### src/rtl/mem_bus_pkg.sv
// Shared types and constants for the LSU-to-byte-bus bridge: FSM states,
// store lane masks and the fill pattern returned by a timed-out load.
package mem_bus_pkg;

  typedef enum logic [2:0] {
    IDLE    = 3'd0,
    BEAT_HI = 3'd1,
    BEAT_LO = 3'd2,
    RESP    = 3'd3,
    RELEASE = 3'd4
  } bridge_state_e;

  localparam logic [1:0]  MASK_HI      = 2'b10;
  localparam logic [1:0]  MASK_LO      = 2'b01;
  localparam logic [15:0] TIMEOUT_FILL = 16'hDEAD;

  function automatic logic lane_on(input logic [1:0] m, input logic [1:0] lane);
    return (m & lane) != 2'b00;
  endfunction

endpackage

### src/rtl/bus_timeout_ctr.sv
// Per-beat ack wait counter: held at zero while clear is high, otherwise counts
// up and raises expired in the LIMIT-th cycle of a beat.
module bus_timeout_ctr #(
  parameter int unsigned LIMIT = 255
) (
  input  logic clk,
  input  logic reset,
  input  logic clear,
  output logic expired
);

  localparam int unsigned CW = $clog2(LIMIT + 1);

  logic [CW-1:0] cnt;

  assign expired = (cnt == CW'(LIMIT - 1));

  always_ff @(posedge clk or posedge reset) begin
    if (reset) begin
      cnt <= '0;
    end else if (clear) begin
      cnt <= '0;
    end else if (!expired) begin
      cnt <= cnt + 1'b1;
    end
  end

endmodule

### src/rtl/mem_byte_bridge.sv
// Executes one 16-bit big-endian LSU load/store as one or two 8-bit req/ack
// beats. Optional ack timeout is enabled with MEM_BYTE_BRIDGE_TIMEOUT_EN.
module mem_byte_bridge
  import mem_bus_pkg::*;
#(
  parameter int unsigned TIMEOUT_CYCLES = 255
) (
  input  logic        clk,
  input  logic        reset,
  input  logic        req,
  input  logic [31:0] addr,
  input  logic [15:0] wdata,
  input  logic [1:0]  mask,
  input  logic        write,
  output logic [15:0] rdata,
  output logic        valid,
  output logic        ext_req,
  output logic [31:0] ext_addr,
  output logic        ext_we,
  output logic [7:0]  ext_wdata,
  input  logic [7:0]  ext_rdata,
  input  logic        ext_ack,
  output logic        err
);

  // Handshake: a beat is in flight while ext_req=1; address, strobe and write
  // byte stay constant until the cycle in which ext_ack=1 is sampled. ext_ack
  // with ext_req=0 has no effect. On the LSU side req is a level that must be
  // seen low once after the valid pulse before a new request is accepted.

  bridge_state_e state;
  logic [31:0]   addr_q;
  logic [15:0]   wdata_q;
  logic [1:0]    mask_q;
  logic          write_q;
  logic          beat_abort;

`ifdef MEM_BYTE_BRIDGE_TIMEOUT_EN
  logic expired;

  // Counter restarts whenever no beat is pending or a beat just completed.
  bus_timeout_ctr #(
    .LIMIT(TIMEOUT_CYCLES)
  ) u_timeout_ctr (
    .clk     (clk),
    .reset   (reset),
    .clear   (!ext_req || ext_ack),
    .expired (expired)
  );

  assign beat_abort = expired && !ext_ack;

  always_ff @(posedge clk or posedge reset) begin
    if (reset) begin
      err <= 1'b0;
    end else begin
      err <= beat_abort && ((state == BEAT_HI) || (state == BEAT_LO));
    end
  end
`else
  logic unused_timeout_cfg;

  assign beat_abort         = 1'b0;
  assign err                = 1'b0;
  assign unused_timeout_cfg = (TIMEOUT_CYCLES == 0) ^ (TIMEOUT_FILL == 16'h0000);
`endif

  always_ff @(posedge clk or posedge reset) begin
    if (reset) begin
      state     <= IDLE;
      addr_q    <= '0;
      wdata_q   <= '0;
      mask_q    <= '0;
      write_q   <= 1'b0;
      rdata     <= '0;
      valid     <= 1'b0;
      ext_req   <= 1'b0;
      ext_addr  <= '0;
      ext_we    <= 1'b0;
      ext_wdata <= '0;
    end else begin
      valid <= 1'b0;
      case (state)
        IDLE: begin
          if (req) begin
            addr_q  <= addr;
            wdata_q <= wdata;
            mask_q  <= mask;
            write_q <= write;
            if (!write || lane_on(mask, MASK_HI)) begin
              state     <= BEAT_HI;
              ext_req   <= 1'b1;
              ext_addr  <= addr;
              ext_we    <= write;
              ext_wdata <= wdata[15:8];
            end else if (lane_on(mask, MASK_LO)) begin
              state     <= BEAT_LO;
              ext_req   <= 1'b1;
              ext_addr  <= addr + 32'd1;
              ext_we    <= write;
              ext_wdata <= wdata[7:0];
            end else begin
              state <= RESP;
              valid <= 1'b1;
            end
          end
        end

        BEAT_HI: begin
          if (beat_abort) begin
            state   <= RESP;
            ext_req <= 1'b0;
            ext_we  <= 1'b0;
            valid   <= 1'b1;
            if (!write_q) rdata <= TIMEOUT_FILL;
          end else if (ext_ack) begin
            if (!write_q) rdata[15:8] <= ext_rdata;
            // Loads always fetch both bytes regardless of mask.
            if (!write_q || lane_on(mask_q, MASK_LO)) begin
              state     <= BEAT_LO;
              ext_addr  <= addr_q + 32'd1;
              ext_wdata <= wdata_q[7:0];
            end else begin
              state   <= RESP;
              ext_req <= 1'b0;
              ext_we  <= 1'b0;
              valid   <= 1'b1;
            end
          end
        end

        BEAT_LO: begin
          if (beat_abort) begin
            state   <= RESP;
            ext_req <= 1'b0;
            ext_we  <= 1'b0;
            valid   <= 1'b1;
            if (!write_q) rdata <= TIMEOUT_FILL;
          end else if (ext_ack) begin
            if (!write_q) rdata[7:0] <= ext_rdata;
            state   <= RESP;
            ext_req <= 1'b0;
            ext_we  <= 1'b0;
            valid   <= 1'b1;
          end
        end

        RESP: begin
          state <= RELEASE;
        end

        RELEASE: begin
          if (!req) state <= IDLE;
        end

        default: begin
          state <= IDLE;
        end
      endcase
    end
  end

endmodule

### config.mk
export PLATFORM = sky130hd
export DESIGN_NAME = mem_byte_bridge
export DESIGN_NICKNAME = d
export VERILOG_FILES = /design/src/rtl/mem_bus_pkg.sv /design/src/rtl/bus_timeout_ctr.sv /design/src/rtl/mem_byte_bridge.sv
export SDC_FILE = /design/constraint.sdc
export NUM_CORES = 1
export LEC_CHECK = 0
export BUFFER_PORTS_ARGS = -buffer_cell sky130_fd_sc_hd__buf_4
export CELL_PAD_IN_SITES_DETAIL_PLACEMENT = 0
export CELL_PAD_IN_SITES_GLOBAL_PLACEMENT = 2
export CORE_ASPECT_RATIO = 1.2
export CORE_MARGIN = 8
export CORE_UTILIZATION = 36
export DETAILED_ROUTE_END_ITERATION = 10
export PLACE_DENSITY = 0.92
export SETUP_SLACK_MARGIN = 0.05
export SYNTH_ARGS = -nofsm -noshare
export SYNTH_HDL_FRONTEND = slang
export SYNTH_SLANG_ARGS = --single-unit
### constraint.sdc
create_clock -name clk -period 9 [get_ports clk]
set_input_delay 1.8 -clock clk [delete_from_list [all_inputs] [get_ports clk]]
set_output_delay 1.8 -clock clk [all_outputs]
set_load 0.02 [all_outputs]
## Yosys cells after proc, flatten, opt, wreduce, memory -nomap -nowiden

Index checks and enable logic that the tools add are counted.
W data, S select, Z words.

| cells by class | value |
|---|---|
| add/sub/neg operators | 2 |
| $mul | 0 |
| div/mod/pow operators | 0 |
| order comparisons | 0 |
| equality and inequality tests | 11 |
| shifts and indexed selects | 0 |
| muxes and demuxes | 41 |
| bitwise gates (word level) | 3 |
| reduce and logical (&&, ||, !) cells | 13 |

Operators by type and width:

| kind | count |
|---|---|
| $mux W32 | 5 |
| $add A32 B1 Y32 const B | 2 |
| $pmux W32 S2 | 1 |
| $mux W8 | 7 |
| $pmux W16 S2 | 1 |
| $mux W1 | 17 |
| $pmux W8 S2 | 1 |
| $pmux W3 S5 | 1 |
| $mux W3 | 4 |
| $ne A2 B2 Y1 const B | 6 |
| $reduce_and A4 Y1 | 3 |
| $pmux W1 S3 | 3 |
| $eq A3 B2 Y1 const B | 2 |
| $reduce_and A6 Y1 | 1 |
| $reduce_and A5 Y1 | 1 |
| $eq A3 B1 Y1 const B | 1 |
| $eq A3 B3 Y1 const B | 1 |
| $logic_not A3 Y1 | 1 |
| $ne A3 B3 Y1 const B | 1 |
| $not A1 Y1 | 3 |
| $reduce_bool A3 Y1 | 1 |
| $logic_not A1 Y1 | 2 |
| $logic_or A1 B1 Y1 | 2 |
| $mux W2 | 1 |
| other kinds (2) | 2 |

| storage, ports and cells | value |
|---|---|
| flip-flop bits (word level) | 104 |
| bits in latches | 0 |
| RAM bits | 0 |
| bits in read-only memories | 0 |
| input bits | 63 |
| output and inout bits | 60 |
| logic and storage cells | 82 |
| memories kept | 0 |

## Longest topological paths before layout

| depth | value |
|---|---|
| word-level depth | 5 |
| mapped depth | 9 |
| gate-level depth less buffers | 6 |

## Worst setup path before layout

Ideal clock, no wire load.

| path | value |
|---|---|
| kind | input to register |
| from | input port write |
| to | register ext_addr[28] |
| setup time | 0.126 ns |
| data arrival time | 3.371 ns |
| data required time | 8.874 ns |
| path slack | 5.503 ns |
| stages | 6 |
| path buffers | 1 |
| path through | buf_2 -> nand4b_1 -> nor3_1 -> nand4_1 -> xnor2_1 -> a221o_1 |

| on the way | value |
|---|---|
| cells in the longest elaborated chain, start to end | 5 |
| elaborated cells between the ends (all ways) | 7 |
| classes of those cells | eq/ne: 1; mux: 3; reduce/logical: 3 |

RTL lines:

| item | RTL line | RTL |
|---|---|---|
| start: declaration | mem_byte_bridge.sv:14 | `input logic write,` |
| $logic_not A1 Y1 * | mem_byte_bridge.sv:90 | `if (!write \|\| lane_on(mask, MASK_HI)) begin` |
| $logic_or A1 B1 Y1 * | mem_byte_bridge.sv:90 |  |
| $mux W32 | mem_byte_bridge.sv:90 |  |
| $mux W32 | mem_byte_bridge.sv:85 | `if (req) begin` |
| $pmux W32 S2 | mem_byte_bridge.sv:83 | `case (state)` |
| end signal: assignment | mem_byte_bridge.sv:93 | `ext_addr <= addr;` |
| end signal: assignment | mem_byte_bridge.sv:99 | `ext_addr <= addr + 32'd1;` |
| end signal: assignment | mem_byte_bridge.sv:121 | `ext_addr <= addr_q + 32'd1;` |
| end: declaration | mem_byte_bridge.sv:18 | `output logic [31:0] ext_addr,` |

Every way passes the cells marked *; elsewhere a longest branch is shown, timed or not. The select of a mux whose other input is x is not followed.
A chain may end at the register's enable or synchronous reset.

## Worst setup path in the final report

| path | value |
|---|---|
| from | input port addr[0] |
| to | register ext_addr[28] |

| on the way | value |
|---|---|
| cells in the longest elaborated chain, start to end | 5 |

RTL lines:

| item | RTL line | RTL |
|---|---|---|
| start: declaration | mem_byte_bridge.sv:11 | `input logic [31:0] addr,` |
| $add A32 B1 Y32 | mem_byte_bridge.sv:99 |  |
| $mux W32 | mem_byte_bridge.sv:96 | `end else if (lane_on(mask, MASK_LO)) begin` |
| $mux W32 | mem_byte_bridge.sv:90 |  |
| $mux W32 | mem_byte_bridge.sv:85 |  |
| $pmux W32 S2 | mem_byte_bridge.sv:83 |  |

Every way passes these cells. The select of a mux whose other input is x is not followed.

==> metrics.log <==
[metrics] result of the run: completed
[metrics] max-cap viol count: 0
[metrics] synthesized netlist net count: approximately 660
[metrics] overall die area: 0.0202 mm2
[metrics] horizontal die dimension: 131 um
[metrics] Post-synth top cells: dfrtp_1 (104), nand2_1 (102), o21ai_0 (44)
[metrics] Endpoint, Worst Hold: ext_addr[14]$_DFFE_PP0P_
[metrics] Worst EP required: 9.23 ns
[metrics] number of sinks on the clock net: 104
[metrics] detailed-route vias per instance: between 5 and 6
[metrics] transition time at the pin with the least slew margin: roughly 1.3 ns
[metrics] EDFF count, synth: 0
[metrics] Cells on Worst Hold Path: 2
[metrics] Storage cell area: between 0.002 and 0.003 mm2
[metrics] post-CTS clock slew at the launch and capture registers of the worst setup and hold paths: approximately 0.070 ns
[metrics] root buffer cell: clkbuf_16
[metrics] Antenna Nets Post-Route: 0
[metrics] logic gate share of total power: 0.453
[metrics] multi-input combinational cell area: 0.00298 mm2
[metrics] Slew Limit Fails: 0
[metrics] antenna diode count: 0
[metrics] height of the die: 154 um
[metrics] portion of total power attributed to sequential cells: 0.391
[metrics] total number of vias: about 4,900
[metrics] Max transition margin: 0.140
[metrics] internal power summed over all cells: approximately 1400 uW
[metrics] global placer's final weighted congestion: between 0.8 and 0.9
[metrics] Synth area leaders: dfrtp_1 (45%), mux2_2 (8.4%), nand2_1 (6.7%), xor2_1 (5.5%), o21ai_0 (3.8%)
[metrics] CP endpoint kind: flip-flop
[metrics] power spent charging and discharging nets: roughly 1000 uW
[metrics] wire length of the first global-routing pass: 28,100 um
[metrics] worst ir drop on vdd: 0.126 mV
[metrics] post-placement cell area: 0.00680 mm2
[metrics] total half-perimeter wirelength after legalization and detailed placement: 13,200 um
[metrics] total number of nets in the final design: 768
[metrics] Pwr per Cell Area: 337 mW/mm2
[metrics] Yosys warning total: 0
[metrics] IO Pins: ~120
[metrics] Net Sw Frac: 0.421
[metrics] Worst Slack Setup Final: about 5 ns
[metrics] clock tree from TritonCTS: yes
[metrics] post-layout power: 2380 uW
[metrics] Yosys top cell by area: dfrtp_1
[metrics] HP Class: flip-flop to flip-flop
[metrics] gate count after technology mapping: 598
[metrics] number of iterations in the first detailed-routing pass: 5
[metrics] clock buffers created by TritonCTS: 9
[metrics] htree depth: 3
[metrics] Placeable Area: 0.0156 mm2
[metrics] final cell area excluding filler cells: a little over 0.007 mm2
[metrics] unrepaired setup endpoints after global routing: no
[metrics] Reg2Reg Capture Point: ext_addr[28]$_DFFE_PP0P_
[metrics] setup-violating endpoint count in the final report: 0
[metrics] total of cells resized after clock tree synthesis: 0
[metrics] number of hold buffers added after CTS: 0
[metrics] synthesized area divided by synthesized cell count: about 9.6 um2
[metrics] relative area change from synthesis to final layout: 23.5%
[metrics] post-route minimum period: just under 4 ns
[metrics] maximum number of pins on one net before global-route repair: 68
[metrics] Setup TNS Final: 0 ns
[metrics] reg2reg start: state[1]$_DFFE_PP0P_
[metrics] proportion of power drawn by the clock network: 0.156
[metrics] Worst Path Max Fanout: 9
[metrics] placement row count: 50
[metrics] library cells used by synthesis: 54
[metrics] fraction of layout cells with a size suffix above 1: 0.284
[metrics] DRC violations left: 0
[metrics] critical path class: primary input to flip-flop
[metrics] startpoint types: primary input
[metrics] number of post-CTS setup repair buffers: 0
[metrics] placement-stage worst setup slack: 4.69 ns
[metrics] via count of the first global-routing pass: 5,056
[metrics] antenna violations before repair: 0
[metrics] most instantiated library cell after synthesis: dfrtp_1
[metrics] DRT iter0 DRCs: 286
[metrics] later-pin clock latency in the skew report: 0.35 ns
[metrics] Final period util: 0.442
[metrics] Post-synth ARST share: 1.00
[metrics] total global routing track utilization: 0.173
[metrics] Port Buffers: 121
[metrics] register-to-register setup slack: 6.14 ns
[metrics] ys flop type: dfrtp_1
[metrics] fraction of the yosys area taken by sequential cells: 0.454
[metrics] Avg WL per Cell: between 15 and 20 um
[metrics] final hold viol count: 0
[metrics] worst r2r path cells: 5
[metrics] netlist area before placement: 0.00573 mm2
[metrics] total wire length: 17,300 um
[metrics] share of the synthesized area in the top cell type: 0.454
[metrics] Final Skew: 0.00903 ns
[metrics] worst endpoint data arrival time: about 4.2 ns
[metrics] leakage power summed over all cells: 0.00307 uW
[metrics] number of synthesized register bits: between 100 and 150
[metrics] fillers: approximately 1,500
[metrics] upper clock frequency limit: ~250 MHz
[metrics] initial core utilization: 0.368
[metrics] residual overflow from global routing: 0
[metrics] Max clock buf depth: 2
[metrics] source of the worst hold timing path: ext_addr[14]$_DFFE_PP0P_
critical path: stages:
cell and delay, ns:
buf_4 0.11, ha_1 0.20, nand4b_1 0.28, nor3_1 1.11
nand4_1 0.23, xnor2_1 0.19, a221o_1 0.28
how the worst max path moves through the flow:
stage / from / endpoint / slack, ns
floorplan: reset / addr_q[0]$_DFFE_PP0P_ / 4.47
global placement: addr[0] / ext_addr[28]$_DFFE_PP0P_ / 4.70
detailed placement: addr[0] / ext_addr[28]$_DFFE_PP0P_ / 4.69
CTS: addr[0] / ext_addr[28]$_DFFE_PP0P_ / 5.05
global route: addr[0] / ext_addr[28]$_DFFE_PP0P_ / 4.87
finish: addr[0] / ext_addr[28]$_DFFE_PP0P_ / 5.02
per-layer routing:
layer | vias up | wire length [um] | GRT usage
met5 | - | 0 | 0
met2 | 125 | 8840 | 0.303
met3 | 22 | 723 | 0.0298
met1 | 2378 | 7470 | 0.210
li1 | 2358 | - | -
met4 | 0 | 317 | 0.0626
power groups by stage:
stage / logic, uW / registers [uW] / clock network, uW
final: 1080 / 931 / 371
after global routing: 1190 / 968 / 400
after detailed placement: 1090 / 936 / 0
after floorplan: 591 / 1010 / 0
after global placement: 1070 / 929 / 0
after CTS: 1090 / 930 / 382
flip-flops by register name (all words and copies together), names as in the netlist:
| signal | count |
|---|---|
| mask_q | 1 |
| ext_addr | 32 |
| state | 3 |
| ext_we | 1 |
| rdata | 16 |
| addr_q | 32 |
| ext_wdata | 8 |
| ext_req | 1 |
| valid | 1 |
| wdata_q | 8 |
| write_q | 1 |
per-stage QoR:
step | hold slack (ns) | util | instances
final | 0.485 | 0.454 | 915
after global routing | 0.510 | 0.454 | 915
after CTS | 0.488 | 0.454 | 915
after detailed placement | 0.473 | 0.436 | 900
after global placement | 0.467 | 0.436 | 900
after floorplan | 0.463 | - | 598
cells in the final DEF (no fill, tap or decap), types with 2 or more instances in the layout:
cell type,count
a21boi_0,2
a21oi_1,31
a221o_1,3
a22o_1,2
and3_1,7
and4_1,7
buf_4,124
clkbuf_16,9
clkbuf_8,2
clkinv_2,2
dfrtp_1,104
ha_1,2
inv_1,8
mux2_2,43
mux2i_1,10
nand2_1,102
nand2b_1,5
nand3_1,26
nand3b_1,5
nand4_1,23
nor2_1,16
nor2b_1,2
nor3_1,13
nor3b_1,2
nor4_1,11
o211ai_1,6
o21ai_0,44
o221ai_1,6
o22a_1,2
o22ai_1,3
or3_1,3
or3_2,3
or3b_2,2
or4_4,2
xnor2_1,17
xor2_1,36
layout make-up:
| type | count | share of cell area |
|---|---|---|
| tap | 208 | 0.0368 |
| clock inverter | 3 | 0.00247 |
| multi-input combinational | 455 | 0.420 |
| inverter | 9 | 0.00513 |
| sequential | 104 | 0.368 |
| clock buffer | 12 | 0.0362 |
| timing repair buffer | 124 | 0.131 |
cell families (layout without fill, tap and decap cells):
| logic type | after synthesis | after routing | synth area share |
|---|---|---|---|
| buffers and inverters | 39 | 148 | 0.0310 |
| other | 1 | 1 | 0.000654 |
| xor gates and xnor gates | 53 | 53 | 0.0810 |
| AOI/OAI and AO/OA | 105 | 105 | 0.110 |
| DFF | 104 | 104 | 0.454 |
| muxes | 53 | 53 | 0.102 |
| adders and majority gates | 2 | 2 | 0.00436 |
| and+or+nand+nor | 241 | 241 | 0.218 |
Note: power is estimated with default switching activity, not from simulation.
